[src/rtl/rf_pkg.sv]
// Shared definitions for the register-file write controller.
//   RF_DW, RF_AW, RF_DEPTH : default data width, register address width and
//                            secondary write-buffer depth (power of 2).
//   rf_entry_t             : one buffered secondary write at the default
//                            widths (target register, data, killed flag).
package rf_pkg;

    localparam int RF_DW    = 32;
    localparam int RF_AW    = 5;
    localparam int RF_DEPTH = 4;

    typedef struct packed {
        logic [RF_AW-1:0] wa;
        logic [RF_DW-1:0] wd;
        logic             killed;
    } rf_entry_t;

endpackage

[src/rtl/rf_wbuf.sv]
// Secondary write buffer: a DEPTH-entry FIFO of pending register writes.
//   push_i/push_wa_i/push_wd_i : enqueue one write (caller guarantees !full_o)
//   pop_i                      : dequeue the head (caller guarantees !empty_o)
//   kill_i/kill_wa_i           : mark every live entry targeting kill_wa_i
//   head_*_o                   : oldest entry (address, data, killed flag)
//   empty_o/full_o/pending_o   : occupancy, counting live and killed slots
//   ra1_i/ra2_i -> hitN_o/dataN_o : associative lookup, youngest live match
module rf_wbuf
    import rf_pkg::*;
#(
    parameter int DW    = RF_DW,
    parameter int AW    = RF_AW,
    parameter int DEPTH = RF_DEPTH
) (
    input  logic                     clk,
    input  logic                     rst,
    input  logic                     push_i,
    input  logic [AW-1:0]            push_wa_i,
    input  logic [DW-1:0]            push_wd_i,
    input  logic                     pop_i,
    input  logic                     kill_i,
    input  logic [AW-1:0]            kill_wa_i,
    input  logic [AW-1:0]            ra1_i,
    input  logic [AW-1:0]            ra2_i,
    output logic                     empty_o,
    output logic                     full_o,
    output logic [$clog2(DEPTH):0]   pending_o,
    output logic [AW-1:0]            head_wa_o,
    output logic [DW-1:0]            head_wd_o,
    output logic                     head_killed_o,
    output logic                     hit1_o,
    output logic [DW-1:0]            data1_o,
    output logic                     hit2_o,
    output logic [DW-1:0]            data2_o
);

    localparam int PW = $clog2(DEPTH);

    // Data storage carries no reset; valid/kill bits decide what is meaningful.
    logic [AW-1:0]    wa_mem [DEPTH];
    logic [DW-1:0]    wd_mem [DEPTH];
    logic [DEPTH-1:0] valid_q;
    logic [DEPTH-1:0] kill_q;
    logic [PW:0]      wptr_q;
    logic [PW:0]      rptr_q;

    logic [PW-1:0]    widx;
    logic [PW-1:0]    ridx;
    logic [DEPTH-1:0] live;

    assign widx = wptr_q[PW-1:0];
    assign ridx = rptr_q[PW-1:0];
    assign live = valid_q & ~kill_q;

    // Extra pointer bit distinguishes full from empty when the indices match.
    assign pending_o     = wptr_q - rptr_q;
    assign empty_o       = (wptr_q == rptr_q);
    assign full_o        = (wptr_q[PW] != rptr_q[PW]) && (widx == ridx);
    assign head_wa_o     = wa_mem[ridx];
    assign head_wd_o     = wd_mem[ridx];
    assign head_killed_o = kill_q[ridx];

    always_ff @(posedge clk or negedge rst) begin
        if (!rst) begin
            valid_q <= '0;
            kill_q  <= '0;
            wptr_q  <= '0;
            rptr_q  <= '0;
        end else begin
            if (kill_i) begin
                for (int i = 0; i < DEPTH; i++) begin
                    if (valid_q[i] && (wa_mem[i] == kill_wa_i)) begin
                        kill_q[i] <= 1'b1;
                    end
                end
            end
            if (pop_i) begin
                valid_q[ridx] <= 1'b0;
                rptr_q        <= rptr_q + (PW+1)'(1);
            end
            if (push_i) begin
                valid_q[widx] <= 1'b1;
                kill_q[widx]  <= 1'b0;
                wptr_q        <= wptr_q + (PW+1)'(1);
            end
        end
    end

    always_ff @(posedge clk) begin
        if (push_i) begin
            wa_mem[widx] <= push_wa_i;
            wd_mem[widx] <= push_wd_i;
        end
    end

    // Walk from oldest to youngest so a later match overrides an earlier one.
    always_comb begin
        logic [PW-1:0] idx;
        idx     = '0;
        hit1_o  = 1'b0;
        data1_o = '0;
        hit2_o  = 1'b0;
        data2_o = '0;
        for (int i = 0; i < DEPTH; i++) begin
            idx = ridx + PW'(i);
            if (live[idx] && (wa_mem[idx] == ra1_i)) begin
                hit1_o  = 1'b1;
                data1_o = wd_mem[idx];
            end
            if (live[idx] && (wa_mem[idx] == ra2_i)) begin
                hit2_o  = 1'b1;
                data2_o = wd_mem[idx];
            end
        end
    end

endmodule

[src/rtl/rf_write_ctrl.sv]
// Register-file write controller: merges a primary (pipeline writeback)
// write stream with buffered secondary (long-latency) writes onto one
// registered register-file write port, with forwarding of pending writes.
//   clk, rst (async, active low)
//   p_we/p_wa/p_wd            : primary write, always accepted, top priority
//   s_valid/s_wa/s_wd/s_ready : secondary write request, valid/ready handshake
//   we3/wa3/wd3               : registered register-file write port
//   ra1/ra2 -> fwdN_hit/fwdN_data : bypass lookup over port register + buffer
//   pending                   : buffer occupancy (live plus killed slots)
//
// Handshake: a secondary write transfers in any cycle where s_valid and
// s_ready are both 1 at the rising edge; s_ready depends only on occupancy,
// never on s_valid.
module rf_write_ctrl
    import rf_pkg::*;
#(
    parameter int DW    = RF_DW,
    parameter int AW    = RF_AW,
    parameter int DEPTH = RF_DEPTH
) (
    input  logic                   clk,
    input  logic                   rst,
    input  logic                   p_we,
    input  logic [AW-1:0]          p_wa,
    input  logic [DW-1:0]          p_wd,
    input  logic                   s_valid,
    input  logic [AW-1:0]          s_wa,
    input  logic [DW-1:0]          s_wd,
    output logic                   s_ready,
    output logic                   we3,
    output logic [AW-1:0]          wa3,
    output logic [DW-1:0]          wd3,
    input  logic [AW-1:0]          ra1,
    input  logic [AW-1:0]          ra2,
    output logic                   fwd1_hit,
    output logic [DW-1:0]          fwd1_data,
    output logic                   fwd2_hit,
    output logic [DW-1:0]          fwd2_data,
    output logic [$clog2(DEPTH):0] pending
);

    logic          sel_p, s_acc, push, pop, drain_wr;
    logic          empty, full;
    logic [AW-1:0] head_wa;
    logic [DW-1:0] head_wd;
    logic          head_killed;
    logic          bhit1, bhit2;
    logic [DW-1:0] bdata1, bdata2;

    logic          we3_q, we3_d;
    logic [AW-1:0] wa3_q, wa3_d;
    logic [DW-1:0] wd3_q, wd3_d;

    assign sel_p   = p_we && (p_wa != '0);
    assign s_ready = !full;
    assign s_acc   = s_valid && s_ready;
    // A secondary write colliding with a same-cycle primary write is the
    // older of the two, so it is handshaken but never enters the buffer.
    assign push     = s_acc && (s_wa != '0) && !(sel_p && (s_wa == p_wa));
    assign pop      = !sel_p && !empty;
    assign drain_wr = pop && !head_killed;

    rf_wbuf #(.DW(DW), .AW(AW), .DEPTH(DEPTH)) u_wbuf (
        .clk           (clk),
        .rst           (rst),
        .push_i        (push),
        .push_wa_i     (s_wa),
        .push_wd_i     (s_wd),
        .pop_i         (pop),
        .kill_i        (sel_p),
        .kill_wa_i     (p_wa),
        .ra1_i         (ra1),
        .ra2_i         (ra2),
        .empty_o       (empty),
        .full_o        (full),
        .pending_o     (pending),
        .head_wa_o     (head_wa),
        .head_wd_o     (head_wd),
        .head_killed_o (head_killed),
        .hit1_o        (bhit1),
        .data1_o       (bdata1),
        .hit2_o        (bhit2),
        .data2_o       (bdata2)
    );

    always_comb begin
        we3_d = sel_p || drain_wr;
        wa3_d = '0;
        wd3_d = '0;
        if (sel_p) begin
            wa3_d = p_wa;
            wd3_d = p_wd;
        end else if (drain_wr) begin
            wa3_d = head_wa;
            wd3_d = head_wd;
        end
    end

    always_ff @(posedge clk or negedge rst) begin
        if (!rst) begin
            we3_q <= 1'b0;
            wa3_q <= '0;
            wd3_q <= '0;
        end else begin
            we3_q <= we3_d;
            wa3_q <= wa3_d;
            wd3_q <= wd3_d;
        end
    end

    assign we3 = we3_q;
    assign wa3 = wa3_q;
    assign wd3 = wd3_q;

    // The port register is treated as younger than every buffered entry.
    always_comb begin
        fwd1_hit  = 1'b0;
        fwd1_data = '0;
        fwd2_hit  = 1'b0;
        fwd2_data = '0;
        if (ra1 != '0) begin
            if (we3_q && (wa3_q == ra1)) begin
                fwd1_hit  = 1'b1;
                fwd1_data = wd3_q;
            end else if (bhit1) begin
                fwd1_hit  = 1'b1;
                fwd1_data = bdata1;
            end
        end
        if (ra2 != '0) begin
            if (we3_q && (wa3_q == ra2)) begin
                fwd2_hit  = 1'b1;
                fwd2_data = wd3_q;
            end else if (bhit2) begin
                fwd2_hit  = 1'b1;
                fwd2_data = bdata2;
            end
        end
    end

endmodule

[config.mk]
export PLATFORM = sky130hd
export DESIGN_NAME = rf_write_ctrl
export DESIGN_NICKNAME = d
export VERILOG_FILES = /design/src/rtl/rf_pkg.sv /design/src/rtl/rf_wbuf.sv /design/src/rtl/rf_write_ctrl.sv
export SDC_FILE = /design/constraint.sdc
export NUM_CORES = 1
export LEC_CHECK = 0
export BUFFER_PORTS_ARGS = -buffer_cell sky130_fd_sc_hd__buf_2
export CELL_PAD_IN_SITES_DETAIL_PLACEMENT = 2
export CELL_PAD_IN_SITES_GLOBAL_PLACEMENT = 2
export CORE_MARGIN = 5
export CORE_UTILIZATION = 39
export DETAILED_ROUTE_END_ITERATION = 12
export PLACE_DENSITY_LB_ADDON = 0.15
export SLEW_MARGIN = 15
export SYNTH_ARGS = -nofsm -noshare
export SYNTH_HDL_FRONTEND = slang
export SYNTH_HIERARCHICAL = 1
export SYNTH_SLANG_ARGS = --single-unit
[constraint.sdc]
create_clock -name clk -period 5.9 [get_ports clk]
set_clock_uncertainty 0.1 [all_clocks]
set_input_delay 0.885 -clock clk [delete_from_list [all_inputs] [get_ports clk]]
set_output_delay 0.885 -clock clk [all_outputs]
set_load 0.005 [all_outputs]
==> results.yml <==
global_routing:
  grt_overflow: 0
  antenna_found_initial: 1
  grt_util_met1_pct: 39.9
  grt_max_degree: 53
  use_met3_pct: 5.15
  grt_pass1_wl_um: 93800
  grt_pass1_vias: 13868
  grt.total_usage_pct: 28.3
  grt.met2_usage_pct: 45.6
  grt_most_used_layer: "met2"
synth:
  synth.most_common_cell: "nand2_1"
  yosysSeqAreaShare_pct: 37.7
  netlist_top_cells_area: "edfxtp_1, mux4_2, dfrtp_1"
  synth_common_cells: "nand2_1, edfxtp_1, mux4_2"
  synth_nets: 1441
  synth_ff_type: "edfxtp_1"
  ys_seq_elements: 200
  ys_warn_count: 6
  netlist_area_um2: 15200
  yosys.area.top_type: "edfxtp_1"
  synth_edf_count: 148
  synth.top_cell.area_share_pct: 29.2
  synth.distinct_cells: 74
  async_flop_share_pct: 26.0
  avgSynthCellArea_um2: 11.3
  synth_cells: 1342
clock_network:
  cts_buffer_depth: 2
  cts.sinks: 200
  cts_tree: "built"
  cts_buffers: 17
  ctsHtreeMaxLevel: 4
  clk_pin_slew_ns: 0.08
  cts_root_buf: "clkbuf_16"
  clock_latency_ns: 0.46
power:
  vdd_ir_drop_max_mv: 0.312
  p_leak_nw: 6.55
  power_density_nw_per_um2: 556
sta:
  slew_violations: 0
  fin_setup_tns_ns: 0
  hold_viol_final: 0
  min_period_ns: 5.72
  tightest_slew_ns: 1.04
  rsz0062_at_grt: "no"
  relSlewSlack_pct: 29.7
  setup_viol: 0
  fmax_mhz: 175
  finalCritPeriodShare_pct: 97.0
  timing.hold.ws_ns: 0.389
critical_path:
  setup.worst_path.class: "reg2out"
  crit_family: "buffers and inverters"
  worstPathArrival_ns: 4.74
  cp.required_ns: 4.91
  cp-start-kind: "flop"
  crit_path_max_fanout: 23
  r2r_slack_ns: 2.12
  rr_endpoint: "u_wbuf/wd_mem[1][6]"
  crit_buf_inv: 4
  crit_chain: "inv_1 -> ha_4 -> mux4_1 -> xor2_1 -> nor4_4 -> nand2_1 -> buf_4 -> nand4_1 -> a21boi_4 -> buf_4 -> nand2_1 -> mux2i_1 -> buf_2"
  r2r_cells: 8
  end_kind: "primary output"
  crit_slowest_cell: "mux4_1"
  slowest_delay_ns: 0.64
  regToRegStartpoint: "u_wbuf/rptr_q[0]"
floorplanning:
  core-area_um2: 38600
  initial_core_util_pct: 39.4
  die_width_um: 208
  fp.dieArea_um2: 43100
  io_pins: 196
  fp.dieH_um: 208
  rows: 72
drt:
  wl_per_cell_um: 30.9
  firstDrtPassIters: 7
  drt_iter0_markers: 1134
  vias_per_cell: 6.42
  drt_wl_total_um: 62400
  ant_nets: 0
  drc_errors: 0
  vias: 12953
hold_path:
  min_path_type: "reg2reg"
  worstHoldStart: "u_wbuf/wptr_q[2]"
  hold-path-cell-count: 1
  worst_hold_path.endpoint: "u_wbuf/wptr_q[2]"
layout:
  finalNetCount: 1585
  antenna_cells: 0
  drive_gt1_share_pct: 29.7
  syn2layout_area_growth_pct: 13.3
  nFillCells: 3955
placement:
  port_buffers: 195
  dpl.hpwl_um: 42700
  routabilityCongestion: 0.894
outcome:
  status: "finished clean"
job:
  maxCapViolations: 0
==> routing by layer <==
metal | routed length (um) | share of wire, %
met5 | 11 | 0.018
met1 | 26600 | 43
met4 | 1220 | 2.0
met2 | 29700 | 48
met3 | 4740 | 7.6
==> worst max-delay path by stage <==
| stage | from | to | slack, ns | cells after the start |
|---|---|---|---|---|
| 2_1_floorplan | u_wbuf/rptr_q[0] | fwd2_data[10] | 0.67 | 18 |
| 3_3_place_gp | u_wbuf/rptr_q[0] | fwd2_data[1] | 0.74 | 12 |
| 3_5_place_dp | u_wbuf/rptr_q[0] | fwd1_data[16] | 0.54 | 11 |
| 4_1_cts | u_wbuf/rptr_q[0] | fwd1_data[16] | 0.01 | 11 |
| 5_1_grt | u_wbuf/rptr_q[0] | fwd2_data[1] | 0.006 | 13 |
| 6_report | u_wbuf/rptr_q[0] | fwd2_data[1] | 0.18 | 13 |
==> metrics by stage <==
step	cell area, um^2	total power (W)	util, %	setup WS (ns)	std cells
5_1_grt	17200	0.0101	44.6	0.00586	2017
3_3_place_gp	16600	0.00800	43.0	0.737	1984
6_report	17200	0.00959	44.6	0.175	2017
4_1_cts	17200	0.00954	44.6	0.0107	2016
2_1_floorplan	15200	0.00635	-	0.675	1342
3_5_place_dp	16600	0.00823	43.0	0.542	1984
==> kinds of logic (layout without fill, tap and decap cells) <==
group                      Yosys count  count (layout)  share of synthesized area (%)
buffers and inverters              145             302                           5.09
xor gates and xnor gates            81              81                           4.66
and+or+nand+nor                    440             440                           13.0
muxes                              246             246                           28.7
DFF                                200             200                           37.7
adders and majority gates           11              11                          0.953
AOI/OAI and AO/OA                  219             219                           9.77
==> cells in the final DEF (no fill, tap or decap), types with 16 or more instances in the layout <==
cell and n:
nand3_1 52, buf_4 47, xor2_1 35, clkbuf_16 18, xnor2_1 46, o21ai_0 43
o211ai_1 33, and3_1 31, nor3_1 18, mux2i_1 90, mux4_2 119, inv_1 23
nor2_1 31, mux4_1 16, nand2_1 257, buf_2 195, dfrtp_1 50, edfxtp_1 148
a21oi_1 53
==> repair_timing <==
action	4_1_cts	5_1_grt
resized for setup	0	2
endpoints found under the hold margin	0	0
endpoints found under the setup margin	0	32
buffers inserted	0	1
hold buffers	0	0
==> layout make-up <==
class	instances	area (um^2)	area share [%]
multi-input combinational	997	8770	50.8
sequential	200	5750	33.4
timing repair buffer	246	1390	8.04
tap	518	648	3.76
clock buffer	21	482	2.79
clock inverter	11	119	0.689
inverter	24	90.1	0.522
==> report_power, final <==
group	switching [W]	internal, W
clock	0.000563	0.000672
combinational	0.00351	0.00250
sequential	0.000408	0.00194
total	0.00448	0.00511
==> sequential cells by signal, indices dropped and copies added (netlist names) <==
signal	flops
u_wbuf/wd_mem	128
wd3	32
u_wbuf/wa_mem	20
wa3	5
u_wbuf/kill_q	4
u_wbuf/valid_q	4
u_wbuf/rptr_q	3
u_wbuf/wptr_q	3
we3	1
==> worst register-to-register path: cells and delay by family (launching register included) <==
family,cells,cell delay [ns]
adder cells (fa/ha/maj),1,0.40
AND/OR/NAND/NOR,3,0.84
AO/OA/AOI/OAI,1,0.37
buffers and inverters,3,1.11
flip-flops,1,0.62
Note: power is estimated with default switching activity, not from simulation.
